==> src/rtl/dvs_ravens_event_fifo.sv <==
// dvs_ravens_event_fifo: event queue between the DVS capture stage (writer, M1) and the
// Ravens readout (reader, M2). A single storage port is shared by both grants.
//
// Handshake: grant_m1 and grant_m2 are single-cycle strobes from the arbiter. Each one is
// sampled on the rising clk edge, and there is no ready back to the arbiter. Instead,
// fifo_full and fifo_empty (both registered) act as the backpressure. A pop returns
// rd_data together with a one-cycle rd_valid pulse, one edge after the grant.
module dvs_ravens_event_fifo #(
   parameter int DATA_WIDTH = 16,
   parameter int DEPTH      = 16,
   parameter int CNT_WIDTH  = $clog2(DEPTH + 1)
) (
   input  logic                  clk,
   input  logic                  rst_n,
   input  logic                  grant_m1,
   input  logic [DATA_WIDTH-1:0] wr_data,
   input  logic                  grant_m2,
   output logic [DATA_WIDTH-1:0] rd_data,
   output logic                  rd_valid,
   output logic                  fifo_empty,
   output logic                  fifo_full,
   output logic [CNT_WIDTH-1:0]  count,
   input  logic                  err_clr,
   output logic                  err_overflow,
   output logic                  err_underflow,
   output logic                  err_collision
);

   localparam int PTR_WIDTH = (DEPTH > 1) ? $clog2(DEPTH) : 1;

   logic [DATA_WIDTH-1:0] mem_q [DEPTH];

   logic [PTR_WIDTH-1:0]  wr_ptr_q, wr_ptr_d;
   logic [PTR_WIDTH-1:0]  rd_ptr_q, rd_ptr_d;
   logic [CNT_WIDTH-1:0]  count_q, count_d;
   logic                  fifo_empty_q, fifo_empty_d;
   logic                  fifo_full_q, fifo_full_d;
   logic [DATA_WIDTH-1:0] rd_data_q, rd_data_d;
   logic                  rd_valid_q, rd_valid_d;
   logic                  err_overflow_q, err_overflow_d;
   logic                  err_underflow_q, err_underflow_d;
   logic                  err_collision_q, err_collision_d;
   logic                  do_push, do_pop;

   // Qualify the grants, advance pointers with an explicit wrap, and build the next-state values.
   always_comb begin
      do_push = grant_m1 && !fifo_full_q;
      // A collision gives the write priority: the pop is dropped.
      do_pop  = grant_m2 && !fifo_empty_q && !grant_m1;

      wr_ptr_d = wr_ptr_q;
      if (do_push) begin
         wr_ptr_d = (wr_ptr_q == PTR_WIDTH'(DEPTH - 1)) ? '0 : wr_ptr_q + PTR_WIDTH'(1);
      end

      rd_ptr_d = rd_ptr_q;
      if (do_pop) begin
         rd_ptr_d = (rd_ptr_q == PTR_WIDTH'(DEPTH - 1)) ? '0 : rd_ptr_q + PTR_WIDTH'(1);
      end

      count_d = count_q;
      if (do_push && !do_pop) begin
         count_d = count_q + CNT_WIDTH'(1);
      end else if (do_pop && !do_push) begin
         count_d = count_q - CNT_WIDTH'(1);
      end

      // The flags follow the post-operation count, so the arbiter sees only flop outputs.
      fifo_empty_d = (count_d == '0);
      fifo_full_d  = (count_d == CNT_WIDTH'(DEPTH));

      rd_valid_d = do_pop;
      rd_data_d  = do_pop ? mem_q[rd_ptr_q] : rd_data_q;

      // Error flags are sticky. A clear wins over any error raised in the same cycle.
      // The pop dropped by a collision reports only the collision, not an underflow.
      if (err_clr) begin
         err_overflow_d  = 1'b0;
         err_underflow_d = 1'b0;
         err_collision_d = 1'b0;
      end else begin
         err_overflow_d  = err_overflow_q  || (grant_m1 && fifo_full_q);
         err_underflow_d = err_underflow_q || (grant_m2 && fifo_empty_q && !grant_m1);
         err_collision_d = err_collision_q || (grant_m1 && grant_m2);
      end
   end

   // Control and status state. An asynchronous reset discards every queued event.
   always_ff @(posedge clk or negedge rst_n) begin
      if (!rst_n) begin
         wr_ptr_q        <= '0;
         rd_ptr_q        <= '0;
         count_q         <= '0;
         fifo_empty_q    <= 1'b1;
         fifo_full_q     <= 1'b0;
         rd_data_q       <= '0;
         rd_valid_q      <= 1'b0;
         err_overflow_q  <= 1'b0;
         err_underflow_q <= 1'b0;
         err_collision_q <= 1'b0;
      end else begin
         wr_ptr_q        <= wr_ptr_d;
         rd_ptr_q        <= rd_ptr_d;
         count_q         <= count_d;
         fifo_empty_q    <= fifo_empty_d;
         fifo_full_q     <= fifo_full_d;
         rd_data_q       <= rd_data_d;
         rd_valid_q      <= rd_valid_d;
         err_overflow_q  <= err_overflow_d;
         err_underflow_q <= err_underflow_d;
         err_collision_q <= err_collision_d;
      end
   end

   // Event storage. It is deliberately left unreset so it can map onto a RAM.
   always_ff @(posedge clk) begin
      if (do_push) begin
         mem_q[wr_ptr_q] <= wr_data;
      end
   end

   assign rd_data       = rd_data_q;
   assign rd_valid      = rd_valid_q;
   assign fifo_empty    = fifo_empty_q;
   assign fifo_full     = fifo_full_q;
   assign count         = count_q;
   assign err_overflow  = err_overflow_q;
   assign err_underflow = err_underflow_q;
   assign err_collision = err_collision_q;

   // Occupancy must match the pointer distance (except when full), and empty/full are exclusive.
   a_flags_exclusive : assert property (@(posedge clk) disable iff (!rst_n)
      !(fifo_empty_q && fifo_full_q));
   a_count_matches_ptrs : assert property (@(posedge clk) disable iff (!rst_n)
      fifo_full_q ||
      (((int'(wr_ptr_q) + DEPTH - int'(rd_ptr_q)) % DEPTH) == int'(count_q)));

endmodule

==> config.mk <==
export PLATFORM = sky130hd
export DESIGN_NAME = dvs_ravens_event_fifo
export DESIGN_NICKNAME = d
export VERILOG_FILES = /design/src/rtl/dvs_ravens_event_fifo.sv
export SDC_FILE = /design/constraint.sdc
export NUM_CORES = 1
export LEC_CHECK = 0
export ABC_AREA = 0
export BUFFER_PORTS_ARGS = -buffer_cell sky130_fd_sc_hd__buf_2
export CAP_MARGIN = 25
export CORE_AREA = 2 2 198 200
export CTS_CLUSTER_DIAMETER = 150
export CTS_CLUSTER_SIZE = 30
export DETAILED_ROUTE_END_ITERATION = 16
export DIE_AREA = 0 0 200 202
export PLACE_DENSITY = 0.51
export SYNTH_ARGS = -nofsm -noshare
export SYNTH_HDL_FRONTEND = slang
export SYNTH_SLANG_ARGS = --single-unit
export TNS_END_PERCENT = 5
==> constraint.sdc <==
create_clock -name clk -period 2.95 [get_ports clk]
set_input_delay 0.59 -clock clk [delete_from_list [all_inputs] [get_ports clk]]
set_output_delay 0.59 -clock clk [all_outputs]
set_load 0.05 [all_outputs]
==> impl_metrics.csv, run 1 <==
group,metric,value,unit
worst_setup_path,crit_type,"reg2reg",
flow_run,cap_viol_max_count,0,
drt,via_per_inst,4.81,
place,place_congestion,0.768,
synth,yosysWarnings,0,
layout,finish.net_count,647,
worst_setup_path,cp_max_fo,10,
place,port_buffers,47,
sta,tns,0,ns
die,initial_core_util,0.296,
clock_network,root_buffer,"clkbuf_16",
synth,synth_seq_area_share,0.755,
min_path,hold_class,"in2reg",
clock_network,ctsHtreeMaxLevel,1,
synth,synth_area_per_cell,20.6,um2
die,core.rowCount,72,
drt,drtIter0Drc,519,
global_routing,grt_max_degree,45,
clock_network,cts.sinks,291,
clock_network,numCtsBuffers,13,
die,core_area,38300,um2
sta,finalMaxSlewViolations,0,
layout,final_cell_area,12800,um2
clock_network,cts_tree,"built",
drt,vias,5496,
worst_setup_path,cp_slowest_cell,"mux4_1",
die,dieHeight,202,um
sta,min_period,2.24,ns
sta,fin_skew,0.0164,ns
synth,ys.flop_type,"edfxtp_1",
synth,synth_top_cells_by_area,"edfxtp_1 (68%), mux4_2 (12%), dfrtp_1 (7.5%)",
synth,syn-num-nets,580,
run_status,run_status,"complete, no violations",
layout,final_layout_size_suffix_gt1_frac,0.282,
synth,ys_ff_latch,291,
global_routing,grt.overflow.total,0,
drt,wirelength,25000,um
worst_setup_path,reg2reg_slack,0.71,ns
synth,synth_cell_types,47,
pwr,p_per_area,863,nW/um2
synth,synth_enable_flop_cells,256,
die,die_width,200,um
worst_setup_path,critical-path-max-stage-delay,0.62,ns
sta,period_share,0.758,
synth,synth_area_leader_cell,"edfxtp_1",
sta,rsz0062_at_grt,"false",
layout,diodes,0,
global_routing,grt_pass1_vias,5813,
sta,max_freq,447,MHz
global_routing,antenna_found_initial,0,
layout,area_growth,13.0,%
clock_network,insertion_delay,0.49,ns
global_routing,grt_pass1_wl,37500,um
place,place_area,12400,um2
clock_network,hold_buffers,0,
place,hpwl,15300,um
worst_setup_path,critPathCaptureType,"flip-flop",
die,ios,48,
worst_setup_path,critPathArrivalTime,2.61,ns
clock_network,path_clk_slew,0.12,ns
clock_network,cts_resized,0,
sta,setup_viol,0,
pwr,ir_worst_vdd,0.343,mV
drt,dr.pass1.iters,4,
global_routing,track_usage,0.125,
synth,synthCells,552,
sta,hold_viol_final,0,
die,dieArea,40400,um2
drt,wl_per_cell,21.9,um
clock_network,cts_buffer_depth,3,
sta,maxSlewHeadroom,0.437,
worst_setup_path,setup.worst_path.start_class,"flip-flop",
drt,drc,0,
sta,worst_slew_pin_slew,0.843,ns
clock_network,postCtsSetupBuffers,0,
pwr,leakagePower,4.24,nW
synth,synth_top_area_frac,0.677,
synth,syn-cell-area,11300,um2
synth,async_flop_share,0.120,
drt,antenna_left,0,
worst_setup_path,required,3.32,ns
worst_setup_path,worstPathCellList,"buf_4 -> mux4_1 -> mux2_2 -> a221o_1",
[final timing paths]
check,from,cells after the start,to
setup / recovery,rd_ptr_q[0],4,rd_data[15]
hold / removal,err_clr,2,err_underflow
setup reg to reg,rd_ptr_q[0],4,rd_data[15]
hold reg to reg,err_overflow,2,err_overflow
max in group asynchronous,rst_n,3,fifo_empty
min in group asynchronous,rst_n,2,rd_data[14]
[placed cells by master (no fill, tap or decap), types with 9 or more instances in the layout]
| master | count |
|---|---|
| inv_1 | 20 |
| and2_1 | 17 |
| buf_2 | 47 |
| a221o_1 | 15 |
| dfrtp_1 | 31 |
| a21oi_1 | 18 |
| nand2_1 | 10 |
| mux4_2 | 58 |
| o21ai_0 | 20 |
| clkbuf_16 | 13 |
| mux2_2 | 17 |
| edfxtp_1 | 256 |
| buf_4 | 23 |
| buf_12 | 9 |
[synth_stat cells (2+ instances only)]
master and count:
mux4_1 5, buf_2 9, o21ai_0 20, nor3b_1 3
nor2b_1 2, clkbuf_1 11, xnor2_1 4, buf_6 3
dfrtp_1 34, nor4bb_1 2, nor2_1 5, buf_4 2
buf_1 2, mux2_2 17, a21oi_1 18, nand2_1 10
a22oi_1 3, a221o_1 15, edfxtp_1 256, inv_1 20
ha_1 7, mux2i_1 2, nand3_1 5, mux4_2 58
and2_1 17
[final cells by class]
cell class	count	area (um2)
clock inverters	1	11.3
fillers	3646	25500
multi-input cells	212	2560
well taps	518	648
clock buffers	20	352
repair buffers	80	598
inverters	21	81.3
flip-flops and latches	291	8570
[metal layers]
metal | track usage | wire length (um)
met3 | 0.0170 | 1020
met4 | 0.0270 | 411
met5 | 0 | 0
met1 | 0.171 | 11400
met2 | 0.213 | 12200
[metrics by stage]
step,hold WS (ns),setup WS (ns),util,cells,power [mW]
after floorplan,0.294,0.842,-,552,8.01
after global placement,0.472,0.489,0.324,1119,9.12
after detailed placement,0.489,0.425,0.324,1119,9.17
after CTS,0.251,0.537,0.334,1140,11.2
after global routing,0.244,0.549,0.335,1143,11.6
final,0.264,0.715,0.335,1143,11.1
[state kept, by name, indices dropped and copies added, names as in the netlist]
| name | cells |
|---|---|
| count | 5 |
| fifo_full | 1 |
| fifo_empty | 1 |
| err_overflow | 1 |
| rd_ptr_q | 4 |
| wr_ptr_q | 4 |
| err_underflow | 1 |
| mem_q | 256 |
| rd_valid | 1 |
| err_collision | 1 |
| rd_data | 16 |
[power breakdown]
| part | internal, mW | total, mW | switching (mW) |
|---|---|---|---|
| Clock | 0.849 | 2.05 | 1.20 |
| Combinational | 1.57 | 3.64 | 2.07 |
| Sequential | 5.03 | 5.38 | 0.349 |
| Total | 7.45 | 11.1 | 3.62 |
[cells by family after synthesis]
group | share of synthesized area
muxes | 0.145
adders and majority gates | 0.00772
AOI/OAI and AO/OA | 0.0375
DFF | 0.755
and+or+nand+nor | 0.0279
xor gates and xnor gates | 0.00529
buffers and inverters | 0.0215
[critical path, delay by kind of cell (launching register included)]
kind | cells | cell delay, ns
DFF | 1 | 0.58
muxes | 2 | 0.94
AOI/OAI and AO/OA | 1 | 0.32
buffers and inverters | 1 | 0.27
No activity file was read; power rests on OpenSTA's default activity.
==> run 2, diff against run 1 <==
PLACE_DENSITY = 0.53   (was 0.51)
clock period = 2 ns   (was 2.95 ns; I/O delays follow)
==> run 2 against run 1 <==
Core utilization grew 0.84 points. Sequential share of layout area shrank 1.6 points. Design area grew 2.5%. Global-route usage is essentially flat. Fmax grew 15%. Die area is the same.
==> impl_metrics.csv, run 2 (synthesis gave the netlist of run 1 again) <==
group,metric,value,unit
run_status,run_status,"complete, no violations",
place,hpwl,15700,um
worst_setup_path,crit_type,"reg2reg",
sta,worst_slew_pin_slew,0.527,ns
die,dieHeight,202,um
die,initial_core_util,0.296,
global_routing,track_usage,0.125,
place,port_buffers,47,
sta,timing.final.ws_setup,0.0507,ns
layout,multiInputGateArea,2570,um2
sta,finalMaxSlewViolations,0,
min_path,min_to,"err_overflow",
global_routing,grt.overflow.total,0,
worst_setup_path,reg2reg_slack,0.05,ns
global_routing,grt_pass1_vias,5756,
layout,n_fill_cell,3555,
drt,wl_per_cell,21.6,um
drt,drc,0,
sta,period_share,0.975,
place,place_area,12800,um2
die,dieArea,40400,um2
layout,largest_reg_flops,256,
flow_run,cap_viol_max_count,0,
die,core.rowCount,72,
sta,tns,0,ns
die,ios,48,
layout,area_growth,15.9,%
clock_network,path_clk_slew,0.12,ns
worst_setup_path,required,2.38,ns
drt,vias,5485,
sta,hold_slack,0.0704,ns
clock_network,cts_buffer_depth,3,
worst_setup_path,reg2reg_from,"rd_ptr_q[1]",
pwr,p_per_area,1270,nW/um2
min_path,hold_class,"in2reg",
worst_setup_path,r2r_cells,5,
clock_network,cts.sinks,291,
die,die_width,200,um
layout,regMostFlops,"mem_q",
drt,dr.pass1.iters,4,
sta,setup_viol,0,
drt,via_per_inst,4.73,
layout,final_common_cell,"edfxtp_1",
worst_setup_path,setup.worst_path.start_class,"flip-flop",
layout,final-seq-area,8570,um2
pwr,leakagePower,4.38,nW
sta,maxSlewHeadroom,0.649,
clock_network,root_buffer,"clkbuf_16",
layout,final_layout_size_suffix_gt1_frac,0.308,
pwr,ir_worst_vdd,0.497,mV
place,place_congestion,0.757,
sta,max_freq,513,MHz
layout,final_cell_mix,"edfxtp_1 (256), mux4_2 (60), buf_2 (47), dfrtp_1 (31)",
global_routing,grt_pass1_wl,37000,um
min_path,hold_depth,2,
place,dp_slack,0.00296,ns
pwr,total_power,16.7,mW
sta,min_period,1.95,ns
min_path,min_from,"err_clr",
layout,finish.net_count,663,
worst_setup_path,cp_max_fo,21,
drt,drtIter0Drc,479,
worst_setup_path,critPathCaptureType,"flip-flop",
global_routing,antenna_found_initial,0,
global_routing,grt_max_degree,32,
sta,rsz0062_at_grt,"true",
sta,hold_viol_final,0,
drt,antenna_left,0,
clock_network,cts_tree,"built",
sta,fin_skew,0.0157,ns
drt,wirelength,25100,um
worst_setup_path,reg2reg_to,"rd_data[0]",
layout,final_cell_area,13100,um2
worst_setup_path,critPathArrivalTime,2.33,ns
clock_network,insertion_delay,0.49,ns
layout,diodes,0,
clock_network,numCtsBuffers,13,
die,core_area,38300,um2
clock_network,ctsHtreeMaxLevel,1,
-- run 2: area by class of cell --
| class | count | share of cell area |
|---|---|---|
| Clock buffer | 20 | 0.0267 |
| Clock inverter | 2 | 0.00152 |
| Inverter | 21 | 0.00619 |
| Multi-Input combinational cell | 212 | 0.195 |
| Sequential cell | 291 | 0.652 |
| Tap cell | 518 | 0.0493 |
| Timing Repair Buffer | 96 | 0.0689 |
-- run 2: metrics by stage --
stage               std cells  utilization
floorplan                 552            -
global placement         1137        0.333
detailed placement       1137        0.333
CTS                      1160        0.343
global route             1160        0.343
finish                   1160        0.343
-- run 2: critical path, stage by stage, from the launching register on --
cell     delay (ns)
dfrtp_4        0.58
buf_12         0.20
buf_4          0.17
mux4_2         0.29
mux2_2         0.28
a221o_1        0.31
-- run 2: per-layer routing --
| layer | up-vias | global-route usage | share of wire |
|---|---|---|---|
| li1 | 2399 | - | - |
| met1 | 2971 | 0.177 | 0.46 |
| met2 | 99 | 0.210 | 0.49 |
| met3 | 16 | 0.0145 | 0.032 |
| met4 | 0 | 0.0196 | 0.013 |
| met5 | - | 0 | 0 |
-- run 2: repair_timing --
action / 4_1_cts / 5_1_grt
hold buffers: 1 / 0
hold endpoints to repair: 12 / 0
resized for setup: 0 / 10
buffers inserted: 0 / 0
endpoints found under the setup margin: 0 / 10
-- run 2: worst max-delay path by stage --
stage,from,endpoint,slack [ns],cells after the start
floorplan,fifo_full,mem_q[5][0],-0.04,3
global placement,rd_ptr_q[1],rd_data[14],0.06,5
detailed placement,grant_m2,fifo_empty,0.003,6
CTS,rd_ptr_q[1],rd_data[10],0.0006,5
global route,rd_ptr_q[1],rd_data[0],-0.02,5
finish,rd_ptr_q[1],rd_data[0],0.05,5
-- run 2: power breakdown --
group | leakage (nW) | switching, mW | total, mW | internal, mW
clock network | 0.179 | 1.76 | 3.02 | 1.26
logic | 1.46 | 3.12 | 5.73 | 2.61
registers | 2.74 | 0.502 | 7.92 | 7.42
